**src/rtl/regfile_alu_issue_ctrl.sv**
```systemverilog
// ---------------------------------------------------------------------------
// regfile_alu_issue_ctrl
//   Issue controller in front of simple_regfile_alu. Two requesters share the
//   single regfile/ALU datapath through a round-robin arbiter with a
//   valid/ready handshake. Sources that match the rd of a recently issued op
//   are stalled until its writeback is visible. Idle cycles issue a bubble
//   (r0 <= r0 + 0). Writeback completion is reported WB_LAT edges after
//   issue, and halt drains all in-flight ops before stopping.
//
// Ports
//   clk, rst                      clock / async active-high reset
//   reqN_valid, reqN_ready        requester N handshake (ready is combinational)
//   reqN_rs1/rs2/rd               requester N register addresses
//   reqN_immflag, reqN_imm        requester N immediate select / value
//   halt, halted                  drain request / stopped indication
//   alu_rs1/rs2/rd/immflag/imm    registered op towards the datapath
//   alu_issue                     alu_* holds a real op (not a bubble)
//   done_valid, done_id, done_rd  one-cycle writeback-complete pulse
//
// WB_LAT must lie in 1..4.
// ---------------------------------------------------------------------------

// Per-requester hazard check against the recent-issue history.
module regfile_alu_issue_hzd #(
    parameter int ADDR_WIDTH = 5,
    parameter int DEPTH      = 1
) (
    input  logic [ADDR_WIDTH-1:0]            rs1_i,
    input  logic [ADDR_WIDTH-1:0]            rs2_i,
    input  logic                             immflag_i,
    input  logic [DEPTH-1:0]                 hv_i,
    input  logic [DEPTH-1:0][ADDR_WIDTH-1:0] hrd_i,
    output logic                             blocked_o
);
    // A zero rd never hazards; rs2 only counts when the immediate is unused.
    always_comb begin
        blocked_o = 1'b0;
        for (int i = 0; i < DEPTH; i++) begin
            if (hv_i[i] && (hrd_i[i] != '0)) begin
                if (hrd_i[i] == rs1_i)
                    blocked_o = 1'b1;
                if (!immflag_i && (hrd_i[i] == rs2_i))
                    blocked_o = 1'b1;
            end
        end
    end
endmodule

module regfile_alu_issue_ctrl #(
    parameter int REG_WIDTH  = 64,
    parameter int ADDR_WIDTH = 5,
    parameter int WB_LAT     = 1
) (
    input  logic                  clk,
    input  logic                  rst,

    input  logic                  req0_valid,
    output logic                  req0_ready,
    input  logic [ADDR_WIDTH-1:0] req0_rs1,
    input  logic [ADDR_WIDTH-1:0] req0_rs2,
    input  logic [ADDR_WIDTH-1:0] req0_rd,
    input  logic                  req0_immflag,
    input  logic [REG_WIDTH-1:0]  req0_imm,

    input  logic                  req1_valid,
    output logic                  req1_ready,
    input  logic [ADDR_WIDTH-1:0] req1_rs1,
    input  logic [ADDR_WIDTH-1:0] req1_rs2,
    input  logic [ADDR_WIDTH-1:0] req1_rd,
    input  logic                  req1_immflag,
    input  logic [REG_WIDTH-1:0]  req1_imm,

    input  logic                  halt,
    output logic                  halted,

    output logic [ADDR_WIDTH-1:0] alu_rs1,
    output logic [ADDR_WIDTH-1:0] alu_rs2,
    output logic [ADDR_WIDTH-1:0] alu_rd,
    output logic                  alu_immflag,
    output logic [REG_WIDTH-1:0]  alu_imm,
    output logic                  alu_issue,

    output logic                  done_valid,
    output logic                  done_id,
    output logic [ADDR_WIDTH-1:0] done_rd
);
    localparam int NUM_REQ = 2;
    // Hazard window covers the ops issued at the last WB_LAT-1 edges. With
    // WB_LAT=1 the window is empty; keep one masked-off entry so the checker
    // still has a legal width.
    localparam int HD  = (WB_LAT > 1) ? WB_LAT - 1 : 1;
    localparam bit HEN = (WB_LAT > 1);

    typedef enum logic [1:0] {
        ST_RUN,
        ST_DRAIN,
        ST_HALTED
    } state_t;

    // Requester fields packed by index for the per-requester logic.
    logic [NUM_REQ-1:0]                 req_valid;
    logic [NUM_REQ-1:0]                 req_immflag;
    logic [NUM_REQ-1:0][ADDR_WIDTH-1:0] req_rs1;
    logic [NUM_REQ-1:0][ADDR_WIDTH-1:0] req_rs2;
    logic [NUM_REQ-1:0][ADDR_WIDTH-1:0] req_rd;
    logic [NUM_REQ-1:0][REG_WIDTH-1:0]  req_imm;

    logic [NUM_REQ-1:0] blocked;
    logic [NUM_REQ-1:0] elig;
    logic [NUM_REQ-1:0] grant;
    logic               xfer;
    logic               gsel;

    state_t state_q;
    logic   halted_q;
    logic   ptr_q;      // 0: req0 preferred, 1: req1 preferred

    // Issue/completion pipeline. Stage 0 is the op currently on alu_*, stage
    // i was issued i edges ago, stage WB_LAT drives the done pulse.
    logic [WB_LAT:0]                 pv_q, pv_d;
    logic [WB_LAT:0]                 pid_q, pid_d;
    logic [WB_LAT:0][ADDR_WIDTH-1:0] prd_q, prd_d;

    logic [ADDR_WIDTH-1:0] rs1_q, rs1_d;
    logic [ADDR_WIDTH-1:0] rs2_q, rs2_d;
    logic                  immf_q, immf_d;
    logic [REG_WIDTH-1:0]  imm_q, imm_d;

    logic [HD-1:0]                 hv;
    logic [HD-1:0][ADDR_WIDTH-1:0] hrd;
    logic                          pipe_empty;

    assign req_valid   = {req1_valid,   req0_valid};
    assign req_immflag = {req1_immflag, req0_immflag};
    assign req_rs1     = {req1_rs1,     req0_rs1};
    assign req_rs2     = {req1_rs2,     req0_rs2};
    assign req_rd      = {req1_rd,      req0_rd};
    assign req_imm     = {req1_imm,     req0_imm};

    assign hv  = pv_q[HD-1:0] & {HD{HEN}};
    assign hrd = prd_q[HD-1:0];

    for (genvar g = 0; g < NUM_REQ; g++) begin : g_req
        regfile_alu_issue_hzd #(
            .ADDR_WIDTH (ADDR_WIDTH),
            .DEPTH      (HD)
        ) u_hzd (
            .rs1_i     (req_rs1[g]),
            .rs2_i     (req_rs2[g]),
            .immflag_i (req_immflag[g]),
            .hv_i      (hv),
            .hrd_i     (hrd),
            .blocked_o (blocked[g])
        );
    end

    assign elig = req_valid & ~blocked & {NUM_REQ{state_q == ST_RUN}};

    // A blocked preferred requester does not hold off an eligible one.
    assign grant[0] = elig[0] & (~elig[1] | ~ptr_q);
    assign grant[1] = elig[1] & (~elig[0] |  ptr_q);
    assign xfer     = |grant;
    assign gsel     = grant[1];

    assign req0_ready = grant[0];
    assign req1_ready = grant[1];

    // Drain may finish once nothing is left that could still write back; the
    // done stage itself is allowed to pulse on the same edge.
    assign pipe_empty = ~|pv_q[WB_LAT-1:0];

    always_comb begin
        pv_d     = '0;
        pid_d    = '0;
        prd_d    = '0;
        pv_d[0]  = xfer;
        pid_d[0] = xfer & gsel;
        prd_d[0] = xfer ? req_rd[gsel] : '0;
        for (int i = 1; i <= WB_LAT; i++) begin
            pv_d[i]  = pv_q[i-1];
            pid_d[i] = pid_q[i-1];
            prd_d[i] = prd_q[i-1];
        end
        // No transfer loads the bubble: r0 <= r0 + 0.
        rs1_d  = xfer ? req_rs1[gsel]     : '0;
        rs2_d  = xfer ? req_rs2[gsel]     : '0;
        immf_d = xfer ? req_immflag[gsel] : 1'b1;
        imm_d  = xfer ? req_imm[gsel]     : '0;
    end

    always_ff @(posedge clk or posedge rst) begin
        if (rst) begin
            pv_q   <= '0;
            pid_q  <= '0;
            prd_q  <= '0;
            rs1_q  <= '0;
            rs2_q  <= '0;
            immf_q <= 1'b1;
            imm_q  <= '0;
            ptr_q  <= 1'b0;
        end else begin
            pv_q   <= pv_d;
            pid_q  <= pid_d;
            prd_q  <= prd_d;
            rs1_q  <= rs1_d;
            rs2_q  <= rs2_d;
            immf_q <= immf_d;
            imm_q  <= imm_d;
            if (xfer)
                ptr_q <= ~gsel;
        end
    end

    // Run / drain / halted control. The grant made in the cycle halt is
    // sampled still issues, since grants depend on the pre-edge state.
    always_ff @(posedge clk or posedge rst) begin
        if (rst) begin
            state_q  <= ST_RUN;
            halted_q <= 1'b0;
        end else begin
            case (state_q)
                ST_RUN: begin
                    if (halt)
                        state_q <= ST_DRAIN;
                end
                ST_DRAIN: begin
                    if (pipe_empty) begin
                        state_q  <= ST_HALTED;
                        halted_q <= 1'b1;
                    end
                end
                ST_HALTED: begin
                    if (!halt) begin
                        state_q  <= ST_RUN;
                        halted_q <= 1'b0;
                    end
                end
                default: begin
                    state_q  <= ST_RUN;
                    halted_q <= 1'b0;
                end
            endcase
        end
    end

    assign halted      = halted_q;
    assign alu_rs1     = rs1_q;
    assign alu_rs2     = rs2_q;
    assign alu_rd      = prd_q[0];
    assign alu_immflag = immf_q;
    assign alu_imm     = imm_q;
    assign alu_issue   = pv_q[0];
    assign done_valid  = pv_q[WB_LAT];
    assign done_id     = pid_q[WB_LAT];
    assign done_rd     = prd_q[WB_LAT];

endmodule

```
**config.mk**
```make
export PLATFORM = sky130hd
export DESIGN_NAME = regfile_alu_issue_ctrl
export DESIGN_NICKNAME = d
export VERILOG_FILES = /design/src/rtl/regfile_alu_issue_ctrl.sv
export SDC_FILE = /design/constraint.sdc
export NUM_CORES = 1
export LEC_CHECK = 0
export CORE_AREA = 2 2 76 151
export DETAILED_ROUTE_END_ITERATION = 8
export DIE_AREA = 0 0 78 153
export GPL_TIMING_DRIVEN = 1
export HOLD_SLACK_MARGIN = 0.06
export PLACE_DENSITY_LB_ADDON = 0.2
export SLEW_MARGIN = 20
export SYNTH_ARGS = -nofsm -noshare
export SYNTH_HDL_FRONTEND = slang
export SYNTH_SLANG_ARGS = --single-unit
```
**constraint.sdc**
```tcl
create_clock -name clk -period 6.3 [get_ports clk]
set_clock_uncertainty 0.2 [all_clocks]
set_input_delay 1.26 -clock clk [delete_from_list [all_inputs] [get_ports clk]]
set_output_delay 1.26 -clock clk [all_outputs]
set_load 0.02 [all_outputs]
```
# Yosys cells after proc, flatten, opt, wreduce, memory -nomap -nowiden
# Cells that the tools add are included.
# word_totals
mem_bits_rw,0
input_bits,165
latch_bits,0
register_bits,93
word_cells,54
output_inout_bits,91
memories,0
mem_bits_ro,0
# classes
reduce_logical,4
n_mux,22
n_div,0
eq_ne,5
n_lt_le_gt_ge,1
n_mul,0
shifts,0
n_bitwise,11
n_addsub,0
# op_table
op,n
64-bit 2-to-1 mux,3
5-bit 2-to-1 mux,9
2-bit 2-to-1 mux,3
"2-bit != test, second input constant",3
2-bit case mux with 3 select lines,1
3-bit AND reduction,2
1-bit 2-to-1 mux,5
1-bit NOT,5
1-bit AND,3
1-bit case mux with 3 select lines,1
2-bit AND,1
"2-bit by 1-bit == test with 1-bit output, second input constant",1
"2-bit == test, second input constant",1
2-bit logical NOT,1
"1-bit by 2-bit less-than comparator with 1-bit output, second input constant",1
1-bit bitwise OR,2
2-bit OR reduction,1

# Logic depth before layout (Yosys ltp)
# Gate-level depths: netlist of run 1.
# depth
word_depth,8
depth_mapped,5
depth_no_buf,3

# Hierarchy
# A second synthesis of run 1 with hierarchy kept.
# unflattened
cells_unflattened,432
hier_area_um2,4200.3
# by_module_without_submodules
module,n_inst,seq_area_each_um2,cells_each,area_per_inst_um2
regfile_alu_issue_ctrl,1,2328.5,398,3945.0
regfile_alu_issue_hzd,2,0.0,17,127.6

# Worst setup path after synthesis of run 1
# Ideal clock, no wire load.
# synth_path
path_type,input to output
start,in req1_valid
end,out req1_ready
required_ps,4840
path_stages,2
path_buffers,0
slack_ps,2960
arrival_ps,1880
path_cell_list,or3b_4 -> a21oi_2
# synth_via
elab_chain_cells,2
# synth_rtl
element,line_no,rtl
"start, declared",65,"input logic req1_valid,"
2-bit AND,157,assign elig = req_valid & ~blocked & {NUM_REQ{state_q == ST_RUN}};
1-bit AND,161,assign grant[1] = elig[1] & (~elig[0] | ptr_q);
"end, declared",66,"output logic req1_ready,"
# No other way between the ends.

# Worst setup path after layout of run 1
# Same ends and word-level chain as after synthesis.

==> results of run 1 <==
==> layout make-up <==
class / instances / share of cell area
timing repair buffer: 263 / 0.377
sequential: 93 / 0.337
multi-input combinational: 258 / 0.221
clock buffer: 10 / 0.0346
tap: 140 / 0.0253
inverter: 5 / 0.00308
clock inverter: 3 / 0.00217
==> metal layers <==
layer,GRT usage,share of wire,up-vias
met5,0,0,-
met1,0.286,0.36,2079
met2,0.442,0.53,223
met4,0.128,0.046,0
li1,-,-,1952
met3,0.0466,0.065,45
==> cells by family (layout without fill, tap and decap cells) <==
kind of cell,Yosys count,after routing,synth area share
flip-flops,93,93,0.554
AO/OA/AOI/OAI,89,89,0.179
buffers and inverters,61,281,0.0851
AND/OR/NAND/NOR,169,169,0.182
==> layout by cell type, fill, tap and decap left out, drive strengths merged <==
cell type,n
a21o,1
o211ai,1
a21oi,5
nor2,2
clkbuf,10
nand2b,2
inv,5
nor3b,1
o21ai,2
nand2,82
clkdlybuf4s50,254
clkinv,3
o2111ai,79
nor2b,1
dfstp,1
nand3,80
o21a,1
buf,9
or3b,1
dfrtp,92
==> registers in the layout, indices dropped and copies added, names as in the netlist <==
| signal | flops |
|---|---|
| alu_rs2 | 5 |
| done_rd | 5 |
| alu_imm | 64 |
| halted | 1 |
| alu_immflag | 1 |
| state_q | 2 |
| pid_q | 2 |
| ptr_q | 1 |
| pv_q | 2 |
| alu_rs1 | 5 |
| alu_rd | 5 |
==> power groups by stage <==
stage / registers (W) / logic (W) / clock network (W)
after global placement: 0.000867 / 0.00127 / 0
after floorplan: 0.00109 / 0.000509 / 0
after detailed placement: 0.000878 / 0.00129 / 0
final: 0.000866 / 0.00129 / 0.000481
after global routing: 0.000887 / 0.00137 / 0.000516
after CTS: 0.000868 / 0.00129 / 0.000492
==> metrics by stage <==
step | hold WS [ns] | setup slack [ns] | cell area, sq um | cells
6_report | 0.153 | 1.84 | 6910 | 772
4_1_cts | 0.156 | 1.83 | 6910 | 772
5_1_grt | 0.171 | 1.79 | 6910 | 772
3_5_place_dp | 0.140 | 1.84 | 6660 | 759
3_3_place_gp | 0.139 | 1.86 | 6660 | 759
2_1_floorplan | 0.131 | 2.42 | 4210 | 412
==> final timing paths <==
kind	from	cells after the start	slack (ns)	endpoint
min reg2reg	pid_q[0]	0	0.15	pid_q[1]
min in group asynchronous	rst	2	1.16	alu_imm[44]
max reg2reg	ptr_q	4	4.13	alu_immflag
max	req1_valid	4	1.84	req1_ready
max in group asynchronous	rst	3	3.67	alu_imm[49]
min	pid_q[0]	0	0.15	pid_q[1]
==> worst register-to-register path, delay by kind of cell, from the launching register on <==
kind            cells  cell delay [ns]
flops               1             0.42
compound gates      1             0.12
simple gates        2             0.80
buf+inv             1             0.56
==> summary.md, run 1 <==
| Metric | Value |
|---|---|
| Outcome | complete, no violations |
| Final nets | around 800 |
| Logic pwr share | 0.489 |
| Max VDD drop | ~0.47 mV |
| Core Region | ~11000 sq um |
| Starting density of the core | 0.389 |
| Post-detail-place hpwl | between 10000 and 15000 microns |
| Share of layout cells above drive strength 1 | 0.0491 |
| Hold buffers post-CTS | 0 |
| Via Count | ~4300 |
| Cell leakage power | around 3 nW |
| Worst Path Arrival | about 3 ns |
| Largest net degree at the start of global routing | between 80 and 90 |
| Clock power frac | 0.183 |
| Cell area after synthesis | between 4000 and 5000 sq um |
| I/O pin total | ~260 |
| Ys Warns | 0 |
| Startpoint types | input pin |
| Fin. Hold Viols | 0 |
| Crit path buf inv count | 2 |
| Synth area leader | dfrtp_1 |
| CP most frequent cell | clkdlybuf4s50_1 |
| Clock sink count | 93 |
| I/O Buffers | 255 |
| Worst hold path class | register to register |
| Tcrit/Tclk final | 0.707 |
| FF+latch count, synth | between 90 and 100 |
| Vias per inst | approximately 5.6 |
| CTS tree | yes |
| Switching Share | 0.396 |
| Syn avg cell area | approximately 10 sq um |
| Final setup violation count | 0 |
| Drt drc | 0 |
| Most common cell in the netlist | dfrtp_1 |
| Reg clk slew, reported paths | roughly 0.06 ns |
| Max-slew headroom | 0.397 |
| Post_cts resized | 0 |
| Global-route wire length before repair | approximately 23000 microns |
| FP Rows | 54 |
| RD Place Congestion | 0.855 |
| Area share of the largest cell type after synthesis | 0.547 |
| Die Width | around 78 microns |
| Area Overhead vs Synth | 64.4% |
| GR Util All Layers | 0.251 |
| WL/cell | between 15 and 20 microns |
| Mapped Cells | about 410 |
| Mapped Nets | 577 |
| Root Driver | clkbuf_16 |
| Ranking of synthesized cells by area | dfrtp_1, o2111ai_1, nand3_1 |
| Top cells by count, synth | dfrtp_1, nand2_1, nand3_1 |
| Slew @ Worst Pin | about 0.9 ns |
| Setup TNS | 0 ns |
| Total power | 0.00263 W |
| Sw Pwr | approximately 0.0010 W |
| Seq pwr share | 0.329 |
| Register area share after synthesis | 0.554 |
| CP cell instances | clkdlybuf4s50_1, or3b_4, a21oi_2, clkdlybuf4s50_1 |
| Post-CTS Setup Bufs | 0 |
| WL final | about 15000 microns |
| Crit path largest cell delay | 0.62 ns |
| Skew-Pair Late Insertion Delay | between 0.3 and 0.4 ns |
| Max Slew Vio Count | 0 |
| Reg area | between 2000 and 2500 sq um |
| Cell variety after synth | 27 |
| Cell family with most CP delay | buffers and inverters |
| CP Capture Type | output port |
| Crit-path max FO | 5 |
| Slowest-stage cell, CP | clkdlybuf4s50_1 |
| Die area | roughly 12000 sq um |
| CTS max path bufs | 2 |
| Initial antenna violation count | 0 |
| Pre-antenna DRT Iters | 4 |
| Die height | 153 microns |
| H-tree levels | 3 |
| Unrepaired setup endpoints after global routing | false |
| Maxcap violations | 0 |
| Max frequency | around 220 MHz |
| Critical path class | input pin to output port |
| Initial drt markers | about 250 |
| Final design utilization | 0.640 |
| Antenna diodes | 0 |
| Vias in the first global route | about 4300 |
| CTS Buf Count | 9 |
| Ys async rst share | 1.00 |
| Number of enable flip-flop cells after synthesis | 0 |
| Fill count | 936 |
| Critical Path RT | 4.84 ns |
| Internal Power | about 0.0016 W |
| Area of the multi-input gates | around 1500 sq um |
| Final ANT Viol Nets | 0 |
| Post-layout min period | roughly 4.5 ns |
| PD cells | about 380 nW/um^2 |
| Overflow after GRT | 0 |
| Ys flop type | dfrtp_1 |
Power figures use the tool's default switching activity.
==> run 2, diff against run 1 <==
--- a/config.mk
+++ b/config.mk
@@ -5,9 +5,9 @@
 export SDC_FILE = /design/constraint.sdc
 export NUM_CORES = 1
 export LEC_CHECK = 0
-export CORE_AREA = 2 2 76 151
+export CORE_AREA = 2 2 82 163
 export DETAILED_ROUTE_END_ITERATION = 8
-export DIE_AREA = 0 0 78 153
+export DIE_AREA = 0 0 84 165
 export GPL_TIMING_DRIVEN = 1
 export HOLD_SLACK_MARGIN = 0.06
 export PLACE_DENSITY_LB_ADDON = 0.2
==> constraint.sdc (replaced) <==
create_clock -name clk -period 3.9 [get_ports clk]
set_clock_uncertainty 0.2 [all_clocks]
set_input_delay 0.78 -clock clk [delete_from_list [all_inputs] [get_ports clk]]
set_output_delay 0.78 -clock clk [all_outputs]
set_load 0.02 [all_outputs]
==> run 2 against run 1 <==
Sequential power is 61% higher. Power is 66% higher. Via count is 0.28% higher. Combinational power is 64% higher. Critical path depth stayed put. Setup slack worse by 1.5 ns. Clock power is 82% higher.
==> summary.md, run 2 (synthesis results as in run 1) <==
| Metric | Value |
|---|---|
| M1 wire length | 5450 microns (+0.55%) |
| Initial antenna violation count | 0 (unchanged) |
| Fin. Hold Viols | 0 (unchanged) |
| WL final | 15300 microns (+0.91%) |
| Vias in the first global route | 4454 (+2.9%) |
| I/O pin total | 256 (unchanged) |
| Global-route wire length before repair | 23000 microns (-0.63%) |
| Max VDD drop | 0.634 mV (+35%) |
| Final nets | 796 (+0.13%) |
| DR WL met2 | 8200 microns (+2.1%) |
| Outcome | complete, no violations |
| Skew-Pair Late Insertion Delay | 0.33 ns (about the same) |
| Post_cts resized | 0 (unchanged) |
| CP cell instances | clkdlybuf4s50_1, or3b_4, a21oi_2, clkdlybuf4s50_1 |
| Pre-antenna DRT Iters | 4 (unchanged) |
| H-tree levels | 3 (unchanged) |
| Post-layout min period | ~3.5 ns |
| Share of layout cells above drive strength 1 | 0.0550 (+0.00598) |
| Worst Path Arrival | 2.57 ns (-0.43 ns) |
| Critical path class | input pin to output port |
| Tcrit/Tclk final | 0.910 |
| Commonest non-fill, non-tap cell in the layout | clkdlybuf4s50_1 |
| Die height | 165 microns (+7.8%) |
| Reg clk slew, reported paths | 0.06 ns (about the same) |
| Die area | 13900 sq um (+16%) |
| FP Rows | 58 (+7.4%) |
| Overflow after GRT | 0 (unchanged) |
| Die Width | 84 microns (+7.7%) |
| Cell leakage power | 3.09 nW (+0.98%) |
| CP most frequent cell | clkdlybuf4s50_1 |
| I/O Buffers | 255 (unchanged) |
| Maxcap violations | 0 (unchanged) |
| Post-detail-place hpwl | 10100 microns (+0.94%) |
| Slew @ Worst Pin | 0.921 ns (+0.0170 ns) |
| Max reg flops | 64 (unchanged) |
| Post-CTS Setup Bufs | 0 (unchanged) |
| Unrepaired setup endpoints after global routing | false |
| Via Count | 4311 (+0.28%) |
| Max Slew Vio Count | 0 (unchanged) |
| Top routing layer in use | met4 |
| Hold buffers post-CTS | 0 (unchanged) |
| Final ANT Viol Nets | 0 (unchanged) |
| Max-slew headroom | 0.386 (-0.0113) |
| Antenna diodes | 0 (unchanged) |
| Crit path largest cell delay | 0.65 ns (+0.03 ns) |
| Vias per inst | 5.48 (-1.5%) |
| Starting density of the core | 0.335 (-0.0540) |
| Worst hold path class | register to register |
| Startpoint types | input pin |
| CTS Buf Count | 9 (unchanged) |
| Drt drc | 0 (unchanged) |
| Crit path buf inv count | 2 (unchanged) |
| PD cells | 624 nW/um^2 (+64%) |
| CP Capture Type | output port |
| CTS max path bufs | 2 (unchanged) |
| Clock sink count | 93 (unchanged) |
| WL/cell | 19.4 microns (-0.89%) |
| WL met3 | 874 microns (-11%) |
| Area Overhead vs Synth | 66.6% |
| Critical Path RT | 2.92 ns (-1.92 ns) |
| Cell family with most CP delay | buffers and inverters |
| Core Region | 12600 sq um (+16%) |
| CTS tree | yes |
| Root Driver | clkbuf_16 |
| Crit-path max FO | 5 (unchanged) |
| Final design utilization | 0.558 (-0.0817) |
| Slowest-stage cell, CP | clkdlybuf4s50_1 |
| Max frequency | 282 MHz |
| Final setup violation count | 0 (unchanged) |
| Setup TNS | 0 ns (unchanged) |
| FF-to-FF setup slack | 1.86 ns (-2.27 ns) |
| GR Util All Layers | 0.211 (-0.0405) |
| RD Place Congestion | 0.791 (-7.4%) |
| Initial drt markers | 126 (-49%) |
| Largest net degree at the start of global routing | 81 (unchanged) |
| Most frequent cells in the layout | clkdlybuf4s50_1, dfrtp_1, nand2_1 |
==> run 2: changes by cell type in the layout (fill, tap and decap cells not counted) <==
cell	before	now
buf_4	8	7
inv_6	0	2
clkinv_2	3	2
clkinvlp_4	0	1
bufinv_16	0	1
clkinv_4	0	1
clkbuf_8	1	0
buf_12	0	2
==> run 2: path summary, 6_finish.rpt <==
path,startpoint,to,cells after the start
min,pid_q[0],pid_q[1],0
min in group asynchronous,rst,alu_imm[56],2
max reg2reg,state_q[1],alu_imm[24],4
max in group asynchronous,rst,alu_imm[61],3
min reg2reg,pid_q[0],pid_q[1],0
max,req1_valid,req1_ready,4
==> run 2: through the flow <==
stage               hold slack (ns)  worst slack, ns  instances  total power, W  instance area, sq um
CTS                           0.160            0.348        786         0.00442                  7000
detailed placement            0.146            0.362        770         0.00353                  6710
floorplan                     0.131            0.501        412         0.00258                  4210
finish                        0.156            0.352        786         0.00437                  7000
global placement              0.144            0.379        770         0.00349                  6710
global route                  0.169            0.296        786         0.00461                  7000
==> run 2: final cells by class <==
class	instances	area, sq um
Clock buffer	9	225
Clock inverter	7	73.8
Fill cell	1143	5550
Inverter	5	21.3
Multi-Input combinational cell	258	1530
Sequential cell	93	2330
Tap cell	150	188
Timing Repair Buffer	264	2640
==> run 2: power by group <==
group / switching (W) / internal, W
Combinational: 0.00124 / 0.000866
Clock: 0.000375 / 0.000500
Sequential: 0.000119 / 0.00127
Total: 0.00173 / 0.00264
==> run 2: per-layer routing <==
layer  track usage  up-vias
met5             0        -
met4         0.114        0
met3        0.0430       45
met2         0.375      201
met1         0.234     2101
li1              -     1964
